**src/rtl/assoc_key_value_store.sv**
```systemverilog
// ---------------------------------------------------------------------------
// assoc_key_value_store
//
// Set-associative key/value store for BTB- and predictor-style lookups.
// The set index is key[INDEX_WIDTH-1:0] and the whole key is stored as the
// tag. Each set holds WAYS entries. When a set is full, a per-set
// round-robin victim pointer picks the way to replace. A lookup returns its
// result exactly one cycle after it is accepted. A full flush walks through
// one set per cycle. While the flush runs, req_ready is low and no lookups,
// updates or invalidates are accepted.
//
// Optional build macro:
//   ASSOC_KVS_BYPASS_EN - a lookup sees the update or invalidate that is
//                         accepted in the same cycle for the same key.
//                         Without the macro, a lookup sees the contents from
//                         before that cycle's writes.
//
// Parameters:
//   KEY_WIDTH   full key width (the stored tag)
//   VAL_WIDTH   value width
//   INDEX_WIDTH set index width; there are 2**INDEX_WIDTH sets
//   WAYS        ways per set (power of two, >= 1)
//   LOG_ENABLE  debug log enable
//   LOG_AS      debug log prefix
//
// Ports:
//   clk, reset                 clock, asynchronous active-high reset
//   req_ready                  high in IDLE: requests/updates accepted
//   req_valid, req_key         lookup request
//   resp_valid                 one-cycle strobe after an accepted lookup
//   resp_hit, resp_value       lookup result (value is 0 on a miss)
//   update_valid/key/value     insert or overwrite
//   inval_valid, inval_key     invalidate a single key
//   flush_valid                start a full flush
//   flush_busy                 flush in progress
// ---------------------------------------------------------------------------
module assoc_key_value_store #(
  parameter int    KEY_WIDTH   = 32,
  parameter int    VAL_WIDTH   = 32,
  parameter int    INDEX_WIDTH = 4,
  parameter int    WAYS        = 2,
  parameter int    LOG_ENABLE  = 0,
  parameter string LOG_AS      = ""
) (
  input  logic                 clk,
  input  logic                 reset,
  output logic                 req_ready,
  input  logic                 req_valid,
  input  logic [KEY_WIDTH-1:0] req_key,
  output logic                 resp_valid,
  output logic                 resp_hit,
  output logic [VAL_WIDTH-1:0] resp_value,
  input  logic                 update_valid,
  input  logic [KEY_WIDTH-1:0] update_key,
  input  logic [VAL_WIDTH-1:0] update_value,
  input  logic                 inval_valid,
  input  logic [KEY_WIDTH-1:0] inval_key,
  input  logic                 flush_valid,
  output logic                 flush_busy
);

  localparam int SETS  = 1 << INDEX_WIDTH;
  localparam int PTR_W = (WAYS > 1) ? $clog2(WAYS) : 1;

  if (INDEX_WIDTH < 1 || INDEX_WIDTH > KEY_WIDTH || WAYS < 1 ||
      (WAYS & (WAYS - 1)) != 0 || (LOG_ENABLE != 0 && LOG_ENABLE != 1))
  begin : g_param_check
    $error("%s assoc_key_value_store: illegal parameter set", LOG_AS);
  end

  typedef enum logic [0:0] {ST_IDLE, ST_FLUSH} state_t;

  state_t                 state_q, state_d;
  logic [INDEX_WIDTH-1:0] flush_cnt_q, flush_cnt_d;

  // Storage. Only the valid bits and victim pointers are reset.
  logic [KEY_WIDTH-1:0] key_mem  [SETS][WAYS];
  logic [VAL_WIDTH-1:0] val_mem  [SETS][WAYS];
  logic [WAYS-1:0]      valid_q  [SETS];
  logic [PTR_W-1:0]     victim_q [SETS];

  logic [INDEX_WIDTH-1:0] req_set, upd_set, inv_set;
  assign req_set = req_key[INDEX_WIDTH-1:0];
  assign upd_set = update_key[INDEX_WIDTH-1:0];
  assign inv_set = inval_key[INDEX_WIDTH-1:0];

  logic idle, req_fire, upd_fire, inv_fire;
  assign idle     = (state_q == ST_IDLE);
  assign req_fire = req_valid    & idle;
  assign upd_fire = update_valid & idle;
  assign inv_fire = inval_valid  & idle;

  // ---------------------------------------------------------------------
  // Flush FSM
  // ---------------------------------------------------------------------
  always_ff @(posedge clk or posedge reset) begin
    if (reset) begin
      state_q     <= ST_IDLE;
      flush_cnt_q <= '0;
    end else begin
      // NOTE: all clocked state uses non-blocking assignments. Every register
      // then updates from the values present before the edge, whatever order
      // the always blocks run in.
      state_q     <= state_d;
      flush_cnt_q <= flush_cnt_d;
    end
  end

  always_comb begin
    // NOTE: every output of this block gets a default first. That way no path
    // leaves a signal unassigned, and no latch is inferred.
    state_d     = state_q;
    flush_cnt_d = flush_cnt_q;
    req_ready   = 1'b0;
    flush_busy  = 1'b0;
    unique case (state_q)
      ST_IDLE: begin
        req_ready = 1'b1;
        if (flush_valid) begin
          state_d     = ST_FLUSH;
          flush_cnt_d = '0;
        end
      end
      ST_FLUSH: begin
        flush_busy  = 1'b1;
        flush_cnt_d = flush_cnt_q + 1'b1;
        // The last set is being cleared in this cycle.
        if (flush_cnt_q == '1) state_d = ST_IDLE;
      end
      default: state_d = ST_IDLE;
    endcase
  end

  // ---------------------------------------------------------------------
  // Lookup against the contents from before this cycle's writes
  // ---------------------------------------------------------------------
  logic                 lk_hit;
  logic [VAL_WIDTH-1:0] lk_val;

  always_comb begin
    lk_hit = 1'b0;
    lk_val = '0;
    for (int w = 0; w < WAYS; w++) begin
      if (valid_q[req_set][w] && key_mem[req_set][w] == req_key) begin
        lk_hit = 1'b1;
        lk_val = val_mem[req_set][w];
      end
    end
  end

  // ---------------------------------------------------------------------
  // Update way selection: matching way, else lowest invalid way, else victim
  // ---------------------------------------------------------------------
  logic             upd_match, upd_free, upd_evict;
  logic [PTR_W-1:0] upd_match_way, upd_free_way, upd_way, victim_next;

  always_comb begin
    upd_match     = 1'b0;
    upd_match_way = '0;
    upd_free      = 1'b0;
    upd_free_way  = '0;
    for (int w = 0; w < WAYS; w++) begin
      if (valid_q[upd_set][w] && key_mem[upd_set][w] == update_key) begin
        upd_match     = 1'b1;
        upd_match_way = PTR_W'(w);
      end
    end
    // Scan from the top down so that the lowest-numbered invalid way wins.
    for (int w = WAYS - 1; w >= 0; w--) begin
      if (!valid_q[upd_set][w]) begin
        upd_free     = 1'b1;
        upd_free_way = PTR_W'(w);
      end
    end
    upd_evict = 1'b0;
    if (upd_match)     upd_way = upd_match_way;
    else if (upd_free) upd_way = upd_free_way;
    else begin
      upd_way   = victim_q[upd_set];
      upd_evict = 1'b1;
    end
    victim_next = (victim_q[upd_set] == PTR_W'(WAYS - 1)) ? '0
                                                           : victim_q[upd_set] + 1'b1;
  end

  // ---------------------------------------------------------------------
  // Invalidate match
  // ---------------------------------------------------------------------
  logic             inv_match;
  logic [PTR_W-1:0] inv_way;

  always_comb begin
    inv_match = 1'b0;
    inv_way   = '0;
    for (int w = 0; w < WAYS; w++) begin
      if (valid_q[inv_set][w] && key_mem[inv_set][w] == inval_key) begin
        inv_match = 1'b1;
        inv_way   = PTR_W'(w);
      end
    end
  end

  // ---------------------------------------------------------------------
  // Valid bits and victim pointers
  // ---------------------------------------------------------------------
  always_ff @(posedge clk or posedge reset) begin
    if (reset) begin
      for (int s = 0; s < SETS; s++) begin
        valid_q[s]  <= '0;
        victim_q[s] <= '0;
      end
    end else if (state_q == ST_FLUSH) begin
      valid_q[flush_cnt_q] <= '0;
    end else begin
      if (inv_fire && inv_match) valid_q[inv_set][inv_way] <= 1'b0;
      // This assignment comes later in the block, so when the update and the
      // invalidate hit the same entry, the update wins.
      if (upd_fire) begin
        valid_q[upd_set][upd_way] <= 1'b1;
        if (upd_evict) victim_q[upd_set] <= victim_next;
      end
    end
  end

  // NOTE: the key and value arrays have no reset. The valid bits say which
  // entries mean anything, and leaving the reset off keeps these arrays
  // mappable to RAM.
  always_ff @(posedge clk) begin
    if (upd_fire) begin
      key_mem[upd_set][upd_way] <= update_key;
      val_mem[upd_set][upd_way] <= update_value;
    end
  end

  // ---------------------------------------------------------------------
  // Response
  // ---------------------------------------------------------------------
  logic                 rsp_hit_d;
  logic [VAL_WIDTH-1:0] rsp_val_d;

  always_comb begin
    rsp_hit_d = lk_hit;
    rsp_val_d = lk_val;
`ifdef ASSOC_KVS_BYPASS_EN
    if (upd_fire && update_key == req_key) begin
      rsp_hit_d = 1'b1;
      rsp_val_d = update_value;
    end else if (inv_fire && inval_key == req_key) begin
      rsp_hit_d = 1'b0;
      rsp_val_d = '0;
    end
`endif
  end

  always_ff @(posedge clk or posedge reset) begin
    if (reset) begin
      resp_valid <= 1'b0;
      resp_hit   <= 1'b0;
      resp_value <= '0;
    end else begin
      resp_valid <= req_fire;
      // Without an accepted lookup, hit and value keep their last result.
      if (req_fire) begin
        resp_hit   <= rsp_hit_d;
        resp_value <= rsp_val_d;
      end
    end
  end

endmodule

```
**config.mk**
```make
export PLATFORM = sky130hd
export DESIGN_NAME = assoc_key_value_store
export DESIGN_NICKNAME = d
export VERILOG_FILES = /design/src/rtl/assoc_key_value_store.sv
export SDC_FILE = /design/constraint.sdc
export NUM_CORES = 2
export LEC_CHECK = 0
export ABC_AREA = 0
export ABC_CLOCK_PERIOD_IN_PS = 6850
export CAP_MARGIN = 20
export CORE_AREA = 2 2 451 453
export CTS_BUF_LIST = sky130_fd_sc_hd__clkbuf_2 sky130_fd_sc_hd__clkbuf_4 sky130_fd_sc_hd__clkbuf_8
export CTS_CLUSTER_SIZE = 28
export DETAILED_ROUTE_END_ITERATION = 12
export DIE_AREA = 0 0 453 455
export GPL_TIMING_DRIVEN = 1
export PLACE_DENSITY_LB_ADDON = 0.12
export SLEW_MARGIN = 0
export SYNTH_ARGS = -nofsm -noshare
export SYNTH_HDL_FRONTEND = slang
export SYNTH_SLANG_ARGS = --single-unit
```
**constraint.sdc**
```tcl
create_clock -name clk -period 6.85 [get_ports clk]
set_input_delay 1.37 -clock clk [delete_from_list [all_inputs] [get_ports clk]]
set_output_delay 1.37 -clock clk [all_outputs]
set_load 0.005 [all_outputs]
```
==> results.txt <==
* Worst VDD drop: 0.206 mV
- Leakage power summed over all cells: 37.6 nW
* Most instantiated cells after synthesis: edfxtp_1 (2048), mux4_2 (1073), mux2i_1 (218)
- Clock Tree Root: clkbuf_8
- Max-Slew Margin vs Limit: 11.8%
- Overall Power: 29.2 mW
- Yosys printed 0 warnings.
- Critical Path Start: req_key[0]
- The tool flagged a number of max-cap violations equal to 0.
- Clock Skews: 0.0975 ns
* Core ar.: 201000 um^2
- The worst setup path is of the in -> reg kind.
- The tree built by TritonCTS fans out to 2135 sinks.
- Clock-pin slew was measured on the worst setup and hold paths at 0.06 ns.
- Routability cong.: 1.07
- The final layout contains 5794 nets.
- Summing the sequential cell areas from Yosys gives 63.5% of the chip area.
* R2R setup slack: 1.92 ns
* Cell Area, Synth: 100000 um^2
- In this run, synthesis inferred 2048 flip-flops with an integrated enable.
* Slowest stage delay, CP: 1.00 ns
- Vias after detailed routing: 60400
* Violations in the final reports: DRC
- At the pin with the least slew margin, the transition time is 1.29 ns.
* Path category of the worst min-delay check: reg -> reg
- Routed length per instance: 41.2 um
* Crit path arrival time: 6.97 ns
- Kind of end point of the critical path: flip-flop
* Reg-to-reg startpoint: key_mem[11][38]
- Maximum clock frequency: 0.168 GHz
- The H-tree was split into 5 levels.
- Number of buffers inserted to repair setup after CTS: 0
- Counting flops with an async set or reset pin after synthesis yields a share of 4.07%.
- In this run the deepest clock path goes through 4 buffers.
- Internal power comes to 21.9 mW.
- Family of cells with the greatest summed delay on the critical path: simple AND/OR/NAND/NOR gates
- Once layout is complete, the utilization of the core stands at 57.8%.
- Final setup slack of the worst path: 0.886 ns
- On the critical path, the stage with the largest delay is an instance of nor4_1.
- Half-perimeter wire length of the detailed placement result: 237000 um
* All-layer global routing usage: 34.5%
- Buffers placed on the I/O ports in this run total 169.
* Fraction of power spent switching nets: 24.9%
* Type of origin of the critical path: primary input
- Global-route wire length before repair: 486000 um
- Setup repair after global routing left no endpoint under its margin.
- The floorplan step defined a die boundary enclosing 206000 um^2.
- Entering global routing, the biggest net connects 129 pins.
- The worst hold path begins at victim_q[0].
* Wirelength, routed: 354000 um
- In the post-synthesis netlist, the cell with the most instances is edfxtp_1.
* Clock group share of total power: 39.4%
- # hold bufs at CTS: 0
- The most used flip-flop cell after synthesis is edfxtp_1.
* List of cells traversed by the critical path: buf_8, buf_12, buf_4, mux4_2, a22o_1, a221oi_1, xnor2_1, nor4_1, and4_1, nand4_1, buf_4, nor2b_4, buf_12, a31o_1
- At the worst endpoint, the required time is 7.86 ns.
* Result of the run: complete, but fails checks
* Portion of total power attributed to combinational logic: 10.9%
- The number of global-route vias before repair was 59400.
* Clock Latency Late Sink: 1.11 ns
- Measured along the y axis, the die boundary spans 455 um.
- Cell Rows: 165
- Mapped Avg Cell Area: 19.9 um^2
- Pre-Repair DR Iteration Count: 12
- FF+latch count, synth: 2135
* Post-detailed-route DRC marker count: 2
- Synthesis handed over a netlist of 5045 instances.
* Horizontal die dimension: 453 um
* Cell types occupying the most area after synthesis: edfxtp_1 (61%), mux4_2 (24%), mux2i_1 (2.2%)
* Total overflow reported by the global router: 0
- Of all cell types, the one taking the most synthesized area is edfxtp_1.
- Initial DRC count: 8816
- TritonCTS built the clock tree.
- The max-slew violation count is 0.
- The top cell type by area accounts for 61.3% of the synthesized area.
- Registers are responsible for 49.7% of the overall power.
- Top Ports: 170
- The detail route stage leaves a number of antenna-violating nets equal to 0.
* Final setup fails: 0
* DP Worst Slack: 0.202 ns
- For this design the total switching power over the nets is 7.27 mW.
- Count of unique library cells instantiated by Yosys: 83
- The initial antenna violation count was 17.
- In the final layout, the share of cells above drive strength 1 is 37.4%.
- Counting both buffers and inverters, the worst setup path holds a total of 5.
* Area grow syn2layout: 16.1%
* Num CTS Buffers: 368
* Initial Util: 49.8%
* Final Hold Fails: 0
- For the final routed database, the setup TNS stands at 0 ns.
* Clock period minus worst slack: 5.96 ns
* Via density per instance: 7.03
- Power density relative to cell area: 251 nW/um^2
- Post-cts repair resize count: 0
* Number of nets produced by synthesis: 5183
- Along the worst path, the maximum fanout reaches 40.
- Period Utilization, post-route: 87.1%
==> worst paths after layout <==
| check | end | cells past startpoint |
|---|---|---|
| hold reg to reg | victim_q[0] | 1 |
| hold / removal | victim_q[0] | 1 |
| min in group asynchronous | resp_value[16] | 2 |
| setup reg to reg | key_mem[8][46] | 13 |
| setup / recovery | resp_value[14] | 14 |
| max in group asynchronous | valid_q[27] | 3 |
==> metal layers <==
layer / up-vias / track usage [%] / wire, um
met1: 31800 / 45.8 / 127000
li1: 23000 / - / -
met5: - / 0 / 96
met2: 4575 / 51.5 / 159000
met4: 12 / 22.2 / 27700
met3: 1012 / 8.38 / 40300
==> worst register-to-register path, stage by stage (launching register included) <==
cell	delay, ns
edfxtp_1	0.46
mux4_2	0.49
mux4_2	0.50
xor2_1	0.20
buf_4	0.19
nor4_1	0.49
nand4b_1	0.36
nand4b_1	0.33
o41ai_4	0.40
buf_4	0.24
o21bai_4	0.09
buf_12	0.19
nor2_4	0.15
buf_4	0.45
==> layout by cell type (no fill, tap or decap), drive strengths merged, types with 33 or more instances in the layout <==
cell,synthesis,routed
a31o,35,35
mux2i,218,218
clkinv,3,102
clkbuf,117,516
buf,257,453
o211ai,46,46
mux2,50,50
mux4,1073,1073
nor2b,35,35
a21oi,35,35
inv,36,38
nand3,33,33
nor2,91,91
dfrtp,87,87
clkdlybuf4s50,0,157
a22oi,44,44
nor4,36,36
xnor2,142,142
edfxtp,2048,2048
xor2,41,41
nand2,188,188
o21ai,107,107
==> stage by stage <==
stage / instances / instance area [um^2] / hold WS (ns)
after floorplan: 5045 / 100000 / 0.452
after global placement: 7937 / 109000 / 0.464
after detailed placement: 7939 / 109000 / 0.476
after CTS: 8569 / 116000 / 0.488
after global routing: 8591 / 116000 / 0.499
final: 8596 / 116000 / 0.487
==> registers in the layout, summed over array words and instances, names as in the netlist <==
name,flops
key_mem,1024
val_mem,1024
resp_value,32
valid_q,32
victim_q,16
flush_cnt_q,4
resp_hit,1
resp_valid,1
state_q,1
==> final cells by class <==
cell class | count | area, um^2
sequential | 2135 | 63700
clock buffer | 511 | 6290
inverter | 39 | 155
clock inverter | 119 | 827
multi-input combinational | 2497 | 34700
timing repair buffer | 615 | 7310
antenna | 8 | 20.0
fill | 14800 | 84900
tap | 2672 | 3340
==> cell families (layout without fill, tap and decap cells) <==
logic type      Yosys count  count (layout)  synth area share, %
buf+inv                 413            1284                 2.16
fa+ha+maj                 4               4               0.0499
xor+xnor                183             183                 1.60
mux                    1341            1341                 26.8
compound gates          463             463                 3.36
flops                  2135            2135                 63.5
simple gates            506             506                 2.50
other cells               0               8                    0
==> power by group through the flow <==
stage	combinational [mW]	clock, mW	sequential [mW]
2_1_floorplan	1.69	0	14.7
3_3_place_gp	3.07	0	14.8
3_5_place_dp	3.08	0	14.8
4_1_cts	3.09	11.6	14.5
5_1_grt	3.26	12.2	14.5
6_report	3.19	11.5	14.5
(Power assumes the default switching activity.)
